$ cat src/rtl/mux_8a1_pkg.sv
// Shared types and the 8:1 select function for the ALU result selector.
// Latency: none; pure types and a combinational helper.
// Backpressure: not applicable.
package mux_8a1_pkg;

    localparam int N_INPUTS = 8;
    localparam int SEL_W    = 3;
    // Widest data word the shared select function can carry; instances
    // narrower than this are zero-extended in and truncated back out.
    localparam int MAX_W    = 64;

    typedef logic [SEL_W-1:0] sel_t;
    typedef logic [MAX_W-1:0] word_t;

    // Fully decoded 8:1 select; every code maps to one input, so no X path.
    function automatic word_t mux_select(
        input sel_t  sel,
        input word_t d0,
        input word_t d1,
        input word_t d2,
        input word_t d3,
        input word_t d4,
        input word_t d5,
        input word_t d6,
        input word_t d7
    );
        word_t res;
        res = d0;
        case (sel)
            3'd0: res = d0;
            3'd1: res = d1;
            3'd2: res = d2;
            3'd3: res = d3;
            3'd4: res = d4;
            3'd5: res = d5;
            3'd6: res = d6;
            3'd7: res = d7;
        endcase
        return res;
    endfunction

endpackage

$ cat src/rtl/mux_8a1_reg.sv
// Enabled capture register for the selected word, its select code and a valid flag.
// Latency: one core clock edge from d/sel/en to q/sel_q/valid_q.
// Backpressure: none; en=0 holds data and drops valid for that cycle.
// Optional: MUX_8A1_PARITY_EN adds par_q, the XOR parity of the captured word.
module mux_8a1_reg
    import mux_8a1_pkg::*;
#(
    parameter int               WIDTH   = 6,
    parameter logic [WIDTH-1:0] RST_VAL = '0
) (
    input  logic             clk,
    input  logic             rst_n,
    input  logic             en,
    input  logic [WIDTH-1:0] d,
    input  sel_t             sel,
`ifdef MUX_8A1_PARITY_EN
    output logic             par_q,
`endif
    output logic [WIDTH-1:0] q,
    output sel_t             sel_q,
    output logic             valid_q
);

    // Capture word and select on enable; valid marks exactly the cycle after a capture.
    always_ff @(posedge clk or negedge rst_n) begin
        if (!rst_n) begin
            q       <= RST_VAL;
            sel_q   <= '0;
            valid_q <= 1'b0;
        end else begin
            valid_q <= en;
            if (en) begin
                q     <= d;
                sel_q <= sel;
            end
        end
    end

`ifdef MUX_8A1_PARITY_EN
    // Parity is computed from the same word being captured so it always matches q.
    always_ff @(posedge clk or negedge rst_n) begin
        if (!rst_n) begin
            par_q <= 1'b0;
        end else if (en) begin
            par_q <= ^d;
        end
    end
`endif

endmodule

$ cat src/rtl/mux_8a1.sv
// 8:1 ALU result selector: combinational out plus a registered copy for downstream stages.
// Latency: out is zero-cycle; out_q/sel_q/valid_q are one cycle after an en=1 edge.
// Backpressure: none; en gates capture, reset only touches the registered path.
// Optional: MUX_8A1_PARITY_EN adds the par_q output.
module mux_8a1
    import mux_8a1_pkg::*;
#(
    parameter int               WIDTH   = 6,
    parameter logic [WIDTH-1:0] RST_VAL = '0
) (
    input  logic             clk,
    input  logic             rst_n,
    input  logic [2:0]       sel,
    input  logic [WIDTH-1:0] d0,
    input  logic [WIDTH-1:0] d1,
    input  logic [WIDTH-1:0] d2,
    input  logic [WIDTH-1:0] d3,
    input  logic [WIDTH-1:0] d4,
    input  logic [WIDTH-1:0] d5,
    input  logic [WIDTH-1:0] d6,
    input  logic [WIDTH-1:0] d7,
    input  logic             en,
`ifdef MUX_8A1_PARITY_EN
    output logic             par_q,
`endif
    output logic [WIDTH-1:0] out,
    output logic [WIDTH-1:0] out_q,
    output logic [2:0]       sel_q
    ,
    output logic             valid_q
);

    logic [WIDTH-1:0] sel_word;

    // One select feeds both the live output and the register input, so the
    // registered copy is always exactly what out showed at the capture edge.
    assign sel_word = WIDTH'(mux_select(sel,
                                        word_t'(d0), word_t'(d1), word_t'(d2), word_t'(d3),
                                        word_t'(d4), word_t'(d5), word_t'(d6), word_t'(d7)));

    assign out = sel_word;

    mux_8a1_reg #(
        .WIDTH   (WIDTH),
        .RST_VAL (RST_VAL)
    ) u_reg (
        .clk     (clk),
        .rst_n   (rst_n),
        .en      (en),
        .d       (sel_word),
        .sel     (sel),
`ifdef MUX_8A1_PARITY_EN
        .par_q   (par_q),
`endif
        .q       (out_q),
        .sel_q   (sel_q),
        .valid_q (valid_q)
    );

endmodule

$ cat config.mk
export PLATFORM = sky130hd
export DESIGN_NAME = mux_8a1
export DESIGN_NICKNAME = d
export VERILOG_FILES = /design/src/rtl/mux_8a1_pkg.sv /design/src/rtl/mux_8a1_reg.sv /design/src/rtl/mux_8a1.sv
export SDC_FILE = /design/constraint.sdc
export NUM_CORES = 1
export LEC_CHECK = 0
export CORE_MARGIN = 3
export CORE_UTILIZATION = 29
export DETAILED_ROUTE_END_ITERATION = 7
export GPL_ROUTABILITY_DRIVEN = 0
export PLACE_DENSITY_LB_ADDON = 0.08
export SLEW_MARGIN = 20
export SYNTH_ARGS = -nofsm -noshare
export SYNTH_HDL_FRONTEND = slang
export SYNTH_HIERARCHICAL = 1
export SYNTH_SLANG_ARGS = --single-unit
$ cat constraint.sdc
create_clock -name clk -period 1.62 [get_ports clk]
set_clock_uncertainty 0.2 [all_clocks]
set_input_delay 0.243 -clock clk [delete_from_list [all_inputs] [get_ports clk]]
set_output_delay 0.243 -clock clk [all_outputs]
set_load 0.05 [all_outputs]
# After elaboration in Yosys (flattened, before gate mapping)
# Cells that the tools add are included.
dict set report word_totals {
  regBits 10
  in_bits 54
  out_inout_bits 16
  wordCells 12
}
dict set report classes {
  eq_ne 7
  mux 1
  reduce_logical 1
}
# cell n
set op_table {}
lappend op_table {{6-bit one-hot mux with 8 select lines} 1}
lappend op_table {{3-bit == test (second input constant)} 4}
lappend op_table {{3-bit by 2-bit == test with 1-bit output (second input constant)} 2}
lappend op_table {{3-bit by 1-bit == test with 1-bit output (second input constant)} 1}
lappend op_table {{3-bit zero test} 1}

# Longest topological paths before layout
# Gate-level depths: netlist (run 1).
dict set report logic_depth {
  word_depth 2
  ltp_mapped 6
  ltp_nobuf 4
}

# Modules after synthesis
# The synthesis (run 1) kept the hierarchy.
# module n_inst cells_each area_each_um2 seq_area_each_um2
set modules_own_cells {}
lappend modules_own_cells {mux_8a1 1 32 451.7 0.0}
lappend modules_own_cells {mux_8a1_reg 1 20 396.6 250.2}

# Worst setup path before layout (run 1)
# No wires, ideal clock.
dict set report synth_timing {
  path_type {input -> register}
  startpoint {input port sel[2]}
  endpoint {register u_reg.q[0]}
  setup_ns 0.070
  arrival_ns 2.068
  required_time_ns 1.350
  path_slack_ns -0.718
  cell_stages 5
  path_buffers 1
  path_cell_list {clkbuf_1 nor3_1 a211oi_1 a2bb2oi_1 mux2_4}
}
dict set report synth_via {
  elab_chain_len 2
  elab_cells_between_ends 9
  cone_classes {eq/ne (7); mux (1); reduce/logical (1)}
}
# item line
set synth_rtl {}
lappend synth_rtl {{start: declaration} mux_8a1.sv:13} ;# input logic [2:0] sel,
lappend synth_rtl {{3-bit == test (tied with other cells)} mux_8a1_pkg.sv:29} ;# case (sel)
lappend synth_rtl {{6-bit one-hot mux with 8 select lines (*)} mux_8a1_pkg.sv:29}
lappend synth_rtl {{via out[0]} mux_8a1.sv:26} ;# output logic [WIDTH-1:0] out,
lappend synth_rtl {{end signal: assignment} mux_8a1_reg.sv:27} ;# q <= RST_VAL;
lappend synth_rtl {{end signal: assignment} mux_8a1_reg.sv:33} ;# q <= d;
lappend synth_rtl {{end: declaration} mux_8a1_reg.sv:19} ;# output logic [WIDTH-1:0] q,
# Mark *: on every way through the listed nets, which the timed path passes. The rest lies on a longest branch.
# A chain may end at the register's enable or synchronous reset.

# Worst setup path after layout (run 1)
dict set report layout_timing {
  startpoint {input port sel[0]}
  endpoint {output port out[0]}
}
dict set report layout_via {
  elab_chain_len 2
  elab_cells_between_ends 9
  cone_classes {eq/ne (7); mux (1); reduce/logical (1)}
}
# item line
set layout_rtl {}
lappend layout_rtl {{3-bit == test (tied with other cells)} mux_8a1_pkg.sv:29}
lappend layout_rtl {{6-bit one-hot mux with 8 select lines (*)} mux_8a1_pkg.sv:29}
lappend layout_rtl {{end: declaration} mux_8a1.sv:26}
# Mark *: on every way between the ends. The rest lies on a longest branch, timed or not.

==> impl_results.md, run 1 <==
* Post-Syn Area at 848 um^2
* Syn Area/Cell at ~16 um^2
* CTS tree: yes
* FF+latch count, synth at 10
* Final ANT Viol Nets at 0
* CTS max path bufs at 2
* Share of cells above drive strength 1 at 0.462
* Synth unique cells at 20
* Top cells by count, synth: mux2_4 (12), dfrtp_1 (10), mux4_1 (7), mux2i_1 (3), mux4_2 (3)
* Num CTS Buffers at 3
* Max Cap Viol at 0
* Crit share post-route at 1.16
* RSZ-0062 raised after global routing: true
* DR DRC count at 0
* Count of pins over their slew limit at 0
* Synth Instances at 52
* Period minus WS final at between 1500 and 2000 ps
* Number of diodes at 0
* First-pass GRT wire length at roughly 4.2 mm
* FF-to-FF Start: u_reg/q[3]
* Max incr delay on CP at between 200 and 250 ps
* Hold Crit Class: in -> async
* Total gr overflow at 0
* Post-DP HPWL at roughly 2.2 mm
* Synth Warn # at 6
* Post-route worst setup slack at -262 ps
* Synth top area share at 0.295
* CP cell instances: buf_8 > buf_16 > buf_8 > buf_4 > mux2i_1 > o22ai_2 > a2bb2oi_4 > buf_12
* Post-route design area at about 1800 um^2
* DR pass1 iterations at 4
* Vias in the first global route at 912
* Crit path DAT at ~1400 ps
* Ranking of synthesized cells by area: dfrtp_1 (29%), mux4_1 (22%), mux2_4 (21%)
* Fillers at about 220
* Critical path type: in -> out
* Final Power at ~1200 uW
* Slowest-stage cell, CP: o22ai_2
* R2R setup slack at between 600 and 700 ps
* Worst reg2reg path depth at 1
* Count leader, synth: mux2_4
* Hold_ws at slightly above 90 ps
* Critical path capture point type: primary output
* Post-Syn Nets at between 100 and 150
* Yosys top cell by area: dfrtp_1
* Critical R2R Capture: u_reg/q[3]
* FP Rows at 18
* Root buffer cell: clkbuf_4
* Fraction of synthesis flops using an asynchronous set or reset pin at 1.00
* Worst-path maximum fanout at 7
* Clock slew at reported path FFs at ~60 ps
* Core Region at approximately 2600 um^2
* Outcome: complete, but fails checks
* Power Density at about 680 nW/um^2
* NumNets Final at ~190
* P_leak at between 0.0008 and 0.0009 uW
* Worst Max-Slew Pin Slew at 426 ps
* H-tree lvl count at 1
* Post-synth EDFFs at 0
* # IOs at 70
* TritonCTS Sinks at 10
* Max_slew headroom at 0.715
* Die width at 60.1 um
* Iter 0 DRT Violations at 18
* Initial Util at 0.322
* Die area at 3610 um^2
* Synth Flop Type: dfrtp_1
* Placed Area at around 1700 um^2
* Top Family by Delay on Critical Path: buffers and inverters
* Total number of vias at roughly 800
* Largest net degree at the start of global routing at 11
* I/O Buffers at 69
* Layout overhead on the synthesized area at 113%
* # setup viols final at 7
* Startpoint Class: input port
* DR WL/cell at ~16 um
* Core Util, Final at 0.684
* Hold Fails Final Rpt at 0
* Buf/Inv on CP at 5
* Sequential fraction of the synthesis area at 0.295
* Gr usage total at 0.159
* VDD IR max at just over 0.7 mV
* Setup TNS at -1420 ps
* Required time of the critical path at between 1000 and 1500 ps
* Via-per-instance ratio at about 5
* Failing checks: negative setup slack
* Routed wire length at around 2.5 mm
* Crit-path most repeated cell: buf_8
* Worst skew pair latency at approximately 250 ps
* Peak Freq at roughly 530 MHz
* Die Y at between 60 and 70 um
* Initial antenna violation count at 0
-- metrics by stage --
stage	setup slack, ps	cells
CTS	-294	160
global route	-295	160
global placement	-773	153
floorplan	-272	52
finish	-262	160
detailed placement	-775	153
-- flip-flops by register name, indices dropped and copies added, names as in the netlist --
register	count
u_reg/q	6
u_reg/valid_q	1
u_reg/sel_q	3
-- where the power goes --
part / total [uW] / switching [uW] / leakage (uW) / internal [uW]
registers: 326 / 40.7 / 0.000117 / 285
clock network: 159 / 73.6 / 0.0000138 / 85.2
logic: 748 / 325 / 0.000719 / 423
-- repair_timing --
item / 4_1_cts / 5_1_grt
gates resized for setup: 80 / 2
setup endpoints to repair: 12 / 8
hold buffers: 0 / 0
cloned: 1 / 0
setup buffers: 3 / 0
pin swaps: 3 / 2
-- layout by cell type, fill, tap and decap left out --
cell / count
or4b_4: 1
buf_6: 3
buf_8: 7
nor3_1: 1
nand2_1: 1
o21ai_4: 1
a31oi_1: 1
clkbuf_4: 3
clkdlybuf4s15_1: 1
mux4_2: 10
clkdlybuf4s50_1: 6
a2bb2oi_4: 1
nand2b_1: 1
dfrtp_1: 10
o22ai_2: 1
mux2_4: 14
a211oi_2: 1
inv_1: 1
buf_4: 4
dlygate4sd2_1: 45
buf_12: 13
buf_16: 1
mux2i_1: 3
-- cells by family (layout without fill, tap and decap cells) --
group,count (synthesis),count (layout),share of synthesized area
simple gates,4,4,0.0295
flops,10,10,0.295
buf+inv,6,84,0.0649
mux,27,27,0.571
compound gates,5,5,0.0398
-- area by class of cell --
| cell class | instances | area [um^2] | area share |
|---|---|---|---|
| Timing Repair Buffer | 80 | 921 | 0.511 |
| Multi-Input combinational cell | 36 | 568 | 0.315 |
| Sequential cell | 10 | 250 | 0.139 |
| Tap cell | 30 | 37.5 | 0.0208 |
| Clock buffer | 3 | 22.5 | 0.0125 |
| Inverter | 1 | 3.75 | 0.00208 |
-- layer usage --
| metal | track usage | vias up | wire length, um |
|---|---|---|---|
| li1 | - | 366 | - |
| met1 | 0.210 | 378 | 1020 |
| met2 | 0.252 | 52 | 1250 |
| met3 | 0.0324 | 2 | 205 |
| met4 | 0.0665 | 0 | 23 |
| met5 | 0 | - | 0 |
-- how the worst max path moves through the flow --
stage	from	to	slack [ps]	cells after the start
floorplan	sel[0]	u_reg/q[2]	-270	5
global placement	sel[0]	out[3]	-770	5
detailed placement	sel[0]	out[3]	-770	5
CTS	sel[0]	out[0]	-290	7
global route	sel[0]	out[0]	-300	8
finish	sel[0]	out[0]	-260	8
Note: power is estimated with default switching activity, not from simulation.
==> run 2: changes to the inputs <==
--- a/config.mk
+++ b/config.mk
@@ -6,7 +6,7 @@
 export NUM_CORES = 1
 export LEC_CHECK = 0
 export CORE_MARGIN = 3
-export CORE_UTILIZATION = 29
+export CORE_UTILIZATION = 32
 export DETAILED_ROUTE_END_ITERATION = 7
 export GPL_ROUTABILITY_DRIVEN = 0
 export PLACE_DENSITY_LB_ADDON = 0.08
==> constraint.sdc (replaced) <==
create_clock -name clk -period 1.85 [get_ports clk]
set_clock_uncertainty 0.2 [all_clocks]
set_input_delay 0.2775 -clock clk [delete_from_list [all_inputs] [get_ports clk]]
set_output_delay 0.2775 -clock clk [all_outputs]
set_load 0.05 [all_outputs]
==> run 2 against run 1 <==
The run still ends with negative setup slack left. Sequential power shrank 18%. Final area decreased by 6.3%. Via count down 0.13%. Sequential share of layout area grew 0.94 points. Worst setup slack gained 170 ps. Highest routed layer unchanged. Clock power is 14% lower. Cell count up 1.9%. Critical path type unchanged. Register-to-register slack gained 270 ps. Critical path depth is 1 lower. Wire length rose by 6.9%. Clock-buffer cell count stayed put. Core utilization down 0.86 points.
==> impl_results.md, run 2 (synthesis gave the netlist of run 1 again) <==
* Root buffer cell: clkbuf_4 (unchanged)
* TritonCTS Sinks at 10 (unchanged)
* Hold Crit Class: in -> async (unchanged)
* Met3 usage in global routing at 0.0181 (was 0.0324)
* Num CTS Buffers at 3 (unchanged)
* Non-filler cells, final at 163 (was 160)
* Initial antenna violation count at 0 (unchanged)
* Worst reg2reg path depth at 1 (unchanged)
* Critical path type: in -> out (unchanged)
* Largest Register: u_reg/q (unchanged)
* Top Family by Delay on Critical Path: buffers and inverters (unchanged)
* Post-cts hold buffer count at 0 (unchanged)
* Core Region at 2500 um^2 (was 2640 um^2)
* I/O Buffers at 69 (unchanged)
* Startpoint Class: input port (unchanged)
* First-pass GRT wire length at 4.23 mm (was 4.20 mm)
* Number of diodes at 0 (unchanged)
* Final ANT Viol Nets at 0 (unchanged)
* CTS max path bufs at 2 (unchanged)
* Post-DP HPWL at 2.16 mm (about the same)
* Post-route worst setup slack at -94.4 ps (was -262 ps)
* Total number of vias at 797 (was 798)
* Die width at 57.5 um (was 60.1 um)
* FP Rows at 18 (unchanged)
* Routed wire length at 2.66 mm (was 2.49 mm)
* Grt met2 use at 0.306 (was 0.252)
* Number of cells on the critical path at 7 (was 8)
* Met1 GRT Util at 0.198 (was 0.210)
* Initial Util at 0.339 (was 0.322)
* H-tree lvl count at 1 (unchanged)
* CTS tree: yes (unchanged)
* Worst Max-Slew Pin Slew at 432 ps (was 426 ps)
* Via-per-instance ratio at 4.89 (was 4.99)
* DR WL/cell at 16.3 um (was 15.6 um)
* NumNets Final at 189 (was 186)
* Failing checks: negative setup slack (unchanged)
* Gr usage total at 0.167 (was 0.159)
* Setup TNS at -367 ps (was -1420 ps)
* CP cell instances: buf_12 > buf_16 > buf_8 > or4b_4 > o21ai_4 > a2bb2oi_4 > buf_12 (was buf_8 > buf_16 > buf_8 > buf_4 > mux2i_1 > o22ai_2 > a2bb2oi_4 > buf_12)
* Largest registers: u_reg/q x6, u_reg/sel_q x3, u_reg/valid_q x1 (unchanged)
* Buf/Inv on CP at 4 (was 5)
* Outcome: complete, but fails checks (unchanged)
* Grt peak-use layer: met2 (unchanged)
* Max incr delay on CP at 490 ps (was 210 ps)
* Worst-path maximum fanout at 6 (was 7)
* Placed Cells at 153 (unchanged)
* Crit share post-route at 1.05
* # IOs at 70 (unchanged)
* Share of cells above drive strength 1 at 0.474 (was 0.462)
* Power Density at 588 nW/um^2 (was 684 nW/um^2)
* Hold Fails Final Rpt at 0 (unchanged)
* Die area at 3300 um^2 (was 3610 um^2)
* Max_slew headroom at 0.711 (was 0.715)
* Crit-path most repeated cell: buf_12 (was buf_8)
* Worst skew pair latency at 250 ps (about the same)
* Peak Freq at 514 MHz
* Critical path capture point type: primary output (unchanged)
* Iter 0 DRT Violations at 22 (was 18)
* Most frequent cells in the layout: dlygate4sd2_1 (45), buf_4 (19), mux2_4 (14) (was dlygate4sd2_1 (45), mux2_4 (14), buf_12 (13))
* Die Y at 57.5 um (was 60.1 um)
* Most common cell after layout, fill and taps aside: dlygate4sd2_1 (unchanged)
* Max Cap Viol at 0 (unchanged)
* Slowest-stage cell, CP: or4b_4 (was o22ai_2)
* Count of pins over their slew limit at 0 (unchanged)
* DR DRC count at 0 (unchanged)
* VDD IR max at 0.488 mV (was 0.710 mV)
* Layout overhead on the synthesized area at 99.1% (was 113%)
* Largest net degree at the start of global routing at 11 (unchanged)
* Period minus WS final at ~1900 ps
* Required time of the critical path at 1370 ps (was 1180 ps)
* RSZ-0062 raised after global routing: true (unchanged)
* Crit path DAT at 1470 ps (was 1440 ps)
* P_leak at 0.000815 uW (was 0.000850 uW)
* Max reg flops at 6 (unchanged)
* DR pass1 iterations at 2 (was 4)
* # setup viols final at 6 (was 7)
* Total gr overflow at 0 (unchanged)
* Clock slew at reported path FFs at 60 ps (about the same)
* Vias in the first global route at 915 (was 912)
==> run 2: cell count changes in the layout (fill, tap and decap cells not counted), sizes merged <==
| cell | before | now |
|---|---|---|
| buf | 28 | 31 |
==> run 2: cell type report <==
class | count | area [um^2]
fill | 206 | 811
sequential | 10 | 250
clock buffer | 3 | 22.5
tap | 30 | 37.5
multi-input combinational | 36 | 568
timing repair buffer | 83 | 807
inverter | 1 | 3.75
==> run 2: path summary, 6_finish.rpt <==
| kind | startpoint | to | slack, ps |
|---|---|---|---|
| max | sel[0] | out[0] | -90 |
| min | rst_n | u_reg/sel_q[2] | 130 |
| max reg2reg | u_reg/sel_q[2] | u_reg/sel_q[2] | 880 |
| min reg2reg | u_reg/q[1] | u_reg/q[1] | 310 |
| max in group asynchronous | rst_n | u_reg/q[5] | 1020 |
| min in group clk | sel[0] | u_reg/sel_q[0] | 200 |
==> run 2: stage by stage <==
| step | total power [uW] | cell area [um^2] | utilization | setup WS [ps] | hold slack (ps) |
|---|---|---|---|---|---|
| after floorplan | 599 | 882 | - | -77.0 | -218 |
| after global placement | 818 | 1590 | 0.635 | -604 | 301 |
| after detailed placement | 825 | 1590 | 0.635 | -634 | 299 |
| after CTS | 994 | 1660 | 0.663 | -114 | 135 |
| after global routing | 1040 | 1690 | 0.676 | -127 | 159 |
| final | 993 | 1690 | 0.676 | -94.4 | 129 |
==> run 2: metal layers <==
layer / vias to the layer above / part of all wire
li1: 377 / -
met1: 383 / 0.39
met2: 35 / 0.55
met5: - / 0
met3: 2 / 0.054
met4: 0 / 0.0056
==> run 2: report_power, final <==
group | internal (uW) | total [uW] | switching, uW
clock | 74.5 | 137 | 62.9
sequential | 250 | 268 | 18.2
combinational | 303 | 588 | 285
total | 627 | 993 | 366
==> run 2: timing repair <==
item,CTS,global route
gates resized for setup,78,4
setup buffers,4,2
endpoints found under the setup margin,12,6
cloned,1,0
pin swaps,3,1
==> run 3: changes to the inputs <==
--- a/config.mk
+++ b/config.mk
@@ -10,7 +10,6 @@
 export DETAILED_ROUTE_END_ITERATION = 7
 export GPL_ROUTABILITY_DRIVEN = 0
 export PLACE_DENSITY_LB_ADDON = 0.08
-export SLEW_MARGIN = 20
 export SYNTH_ARGS = -nofsm -noshare
 export SYNTH_HDL_FRONTEND = slang
 export SYNTH_HIERARCHICAL = 1
==> constraint.sdc (replaced) <==
create_clock -name clk -period 2.22 [get_ports clk]
set_clock_uncertainty 0.2 [all_clocks]
set_input_delay 0.333 -clock clk [delete_from_list [all_inputs] [get_ports clk]]
set_output_delay 0.333 -clock clk [all_outputs]
set_load 0.05 [all_outputs]
==> run 3 against run 2 <==
The flow now finishes without violations. Wire length fell by 5.2%. Total power down 11%. Global-route usage up 0.67 points. First-iteration DRC count down 55%. Clock power rose by 17%. Highest routed layer unchanged. Non-clock buffer count decreased by 1. Cell count unchanged. Sequential power down 16%.
==> impl_results.md, run 3 (synthesis gave the netlist of run 1 again) <==
* Non-filler cells, final at 163 (unchanged)
* Worst-path maximum fanout at 2 (was 6)
* # setup viols final at 0 (was 6)
* Largest net degree at the start of global routing at 11 (unchanged)
* FF-to-FF Start: u_reg/sel_q[2] (unchanged)
* Clock slew at reported path FFs at 60 ps (about the same)
* Core Region at 2500 um^2 (unchanged)
* Count of pins over their slew limit at 0 (unchanged)
* Placed Cells at 155 (was 153)
* Final ANT Viol Nets at 0 (unchanged)
* First-pass GRT wire length at 4.40 mm (was 4.23 mm)
* Post-route worst setup slack at 39.3 ps (was -94.4 ps)
* Post-cts hold buffer count at 0 (unchanged)
* Worst skew pair latency at 260 ps (was 250 ps)
* Worst Max-Slew Pin Slew at 498 ps (was 432 ps)
* Top Family by Delay on Critical Path: multiplexers (was buffers and inverters)
* Seq pwr share at 0.253 (was 0.270)
* Gr usage total at 0.174 (was 0.167)
* Crit path DAT at 1650 ps (was 1470 ps)
* Hold Fails Final Rpt at 0 (unchanged)
* FP Rows at 18 (unchanged)
* TritonCTS Sinks at 10 (unchanged)
* Iter 0 DRT Violations at 10 (was 22)
* Most common cell after layout, fill and taps aside: clkdlybuf4s50_1 (was dlygate4sd2_1)
* Critical path capture point type: primary output (unchanged)
* R2R setup slack at 1240 ps (was 880 ps)
* Outcome: completed (was complete, but fails checks)
* Critical path type: in -> out (unchanged)
* Hold Crit Class: in -> async (unchanged)
* VDD IR max at 0.416 mV (was 0.488 mV)
* Fillers at 191 (was 206)
* DR pass1 iterations at 2 (unchanged)
* Critical R2R Capture: u_reg/sel_q[2] (unchanged)
* Slowest-stage cell, CP: mux4_2 (was or4b_4)
* Initial Util at 0.339 (unchanged)
* Share of cells above drive strength 1 at 0.391 (was 0.474)
* NumNets Final at 188 (was 189)
* Placement Setup Slack at -364 ps (was -634 ps)
* Placed Area at 1610 um^2 (was 1590 um^2)
* Num CTS Buffers at 3 (unchanged)
* Die area at 3300 um^2 (unchanged)
* Required time of the critical path at 1690 ps (was 1370 ps)
* Post-route design area at 1750 um^2 (was 1690 um^2)
* RSZ-0062 raised after global routing: false (was true)
* Die width at 57.5 um (unchanged)
* Largest Register: u_reg/q (unchanged)
* Setup TNS at 0 ps (was -367 ps)
* DR WL/cell at 15.5 um (was 16.3 um)
* CTS max path bufs at 2 (unchanged)
* Max_slew headroom at 0.667 (was 0.711)
* Max reg flops at 6 (unchanged)
* CTS tree: yes (unchanged)
* Crit share post-route at 0.982
* Peak Freq at 459 MHz
* Final Power at 887 uW (was 993 uW)
* Largest registers: u_reg/q x6, u_reg/sel_q x3, u_reg/valid_q x1 (unchanged)
* Comb pwr share at 0.567 (was 0.592)
* Initial antenna violation count at 0 (unchanged)
* Cell internal pwr at 578 uW (was 627 uW)
* Total gr overflow at 0 (unchanged)
* Switching share of power at 0.348 (was 0.369)
* Buf/Inv on CP at 2 (was 4)
* Worst reg2reg path depth at 1 (unchanged)
* Vias in the first global route at 914 (was 915)
* Via-per-instance ratio at 4.95 (was 4.89)
* Layout overhead on the synthesized area at 106% (was 99.1%)
* Post-DP HPWL at 2.13 mm (was 2.16 mm)
* H-tree lvl count at 1 (unchanged)
* Most frequent cells in the layout: clkdlybuf4s50_1 (51), mux2_4 (14), mux4_2 (10), dlymetal6s2s_1 (10), dfrtp_1 (10) (was dlygate4sd2_1 (45), buf_4 (19), mux2_4 (14))
* Period minus WS final at 2180 ps
* Number of diodes at 0 (unchanged)
* CP cell instances: clkdlybuf4s50_1 > mux4_2 > mux2_4 > buf_8 (was buf_12 > buf_16 > buf_8 > or4b_4 > o21ai_4 > a2bb2oi_4 > buf_12)
* Net Sw Power at 309 uW (was 366 uW)
* Max incr delay on CP at 460 ps (was 490 ps)
* Startpoint Class: input port (unchanged)
* # IOs at 70 (unchanged)
* Power Density at 507 nW/um^2 (was 588 nW/um^2)
* Routed wire length at 2.53 mm (was 2.66 mm)
* Clock power frac at 0.181 (was 0.138)
* DR DRC count at 0 (unchanged)
* I/O Buffers at 69 (unchanged)
* P_leak at 0.000824 uW (was 0.000815 uW)
* Max Cap Viol at 0 (unchanged)
* Die Y at 57.5 um (unchanged)
* Total number of vias at 807 (was 797)
* Root buffer cell: clkbuf_4 (unchanged)
## run 3: cell types whose count changed in the layout (fill, tap and decap cells not counted), sizes merged
cell	before	now
clkdlybuf4s50	6	51
clkbuf	3	4
dlymetal6s2s	0	10
clkdlybuf4s15	1	0
buf	31	20
dlygate4sd2	45	1
## run 3: layout make-up
type                       instances  area, um^2  share of cell area
clock buffer                       4        36.3              0.0207
tap                               30        37.5              0.0215
multi-input combinational         36         543               0.310
timing repair buffer              82         878               0.502
inverter                           1        3.75             0.00215
sequential                        10         250               0.143
## run 3: worst max path at each step
stage	to	cells past startpoint	slack [ps]	from
2_1_floorplan	out[0]	4	150	sel[2]
3_3_place_gp	out[5]	5	-350	sel[0]
3_5_place_dp	out[0]	7	-360	sel[0]
4_1_cts	out[1]	4	6	d1[1]
5_1_grt	out[3]	4	0.9	d4[3]
6_report	out[5]	4	40	d3[5]
## run 3: layer usage
layer | global-route usage | part of all wire
met1 | 0.213 | 0.38
met2 | 0.306 | 0.52
met3 | 0.0271 | 0.086
met4 | 0.0596 | 0.012
met5 | 0 | 0
## run 3: metrics by stage
| stage | hold slack, ps | util |
|---|---|---|
| 2_1_floorplan | -163 | - |
| 3_3_place_gp | 297 | 0.644 |
| 3_5_place_dp | 307 | 0.644 |
| 4_1_cts | 191 | 0.688 |
| 5_1_grt | 211 | 0.700 |
| 6_report | 186 | 0.700 |
## run 3: repair_timing
item                       in CTS  in global routing
buffers inserted                1                  1
gates resized for setup        24                 17
pin swaps                       1                  0
setup endpoints to repair       7                  6
gates cloned                    2                  0
## run 3: power by group through the flow
stage / Combinational [uW] / Sequential [uW] / Clock (uW)
2_1_floorplan: 175 / 315 / 0
3_3_place_gp: 462 / 226 / 0
3_5_place_dp: 467 / 228 / 0
4_1_cts: 498 / 224 / 165
5_1_grt: 527 / 228 / 173
6_report: 502 / 224 / 160
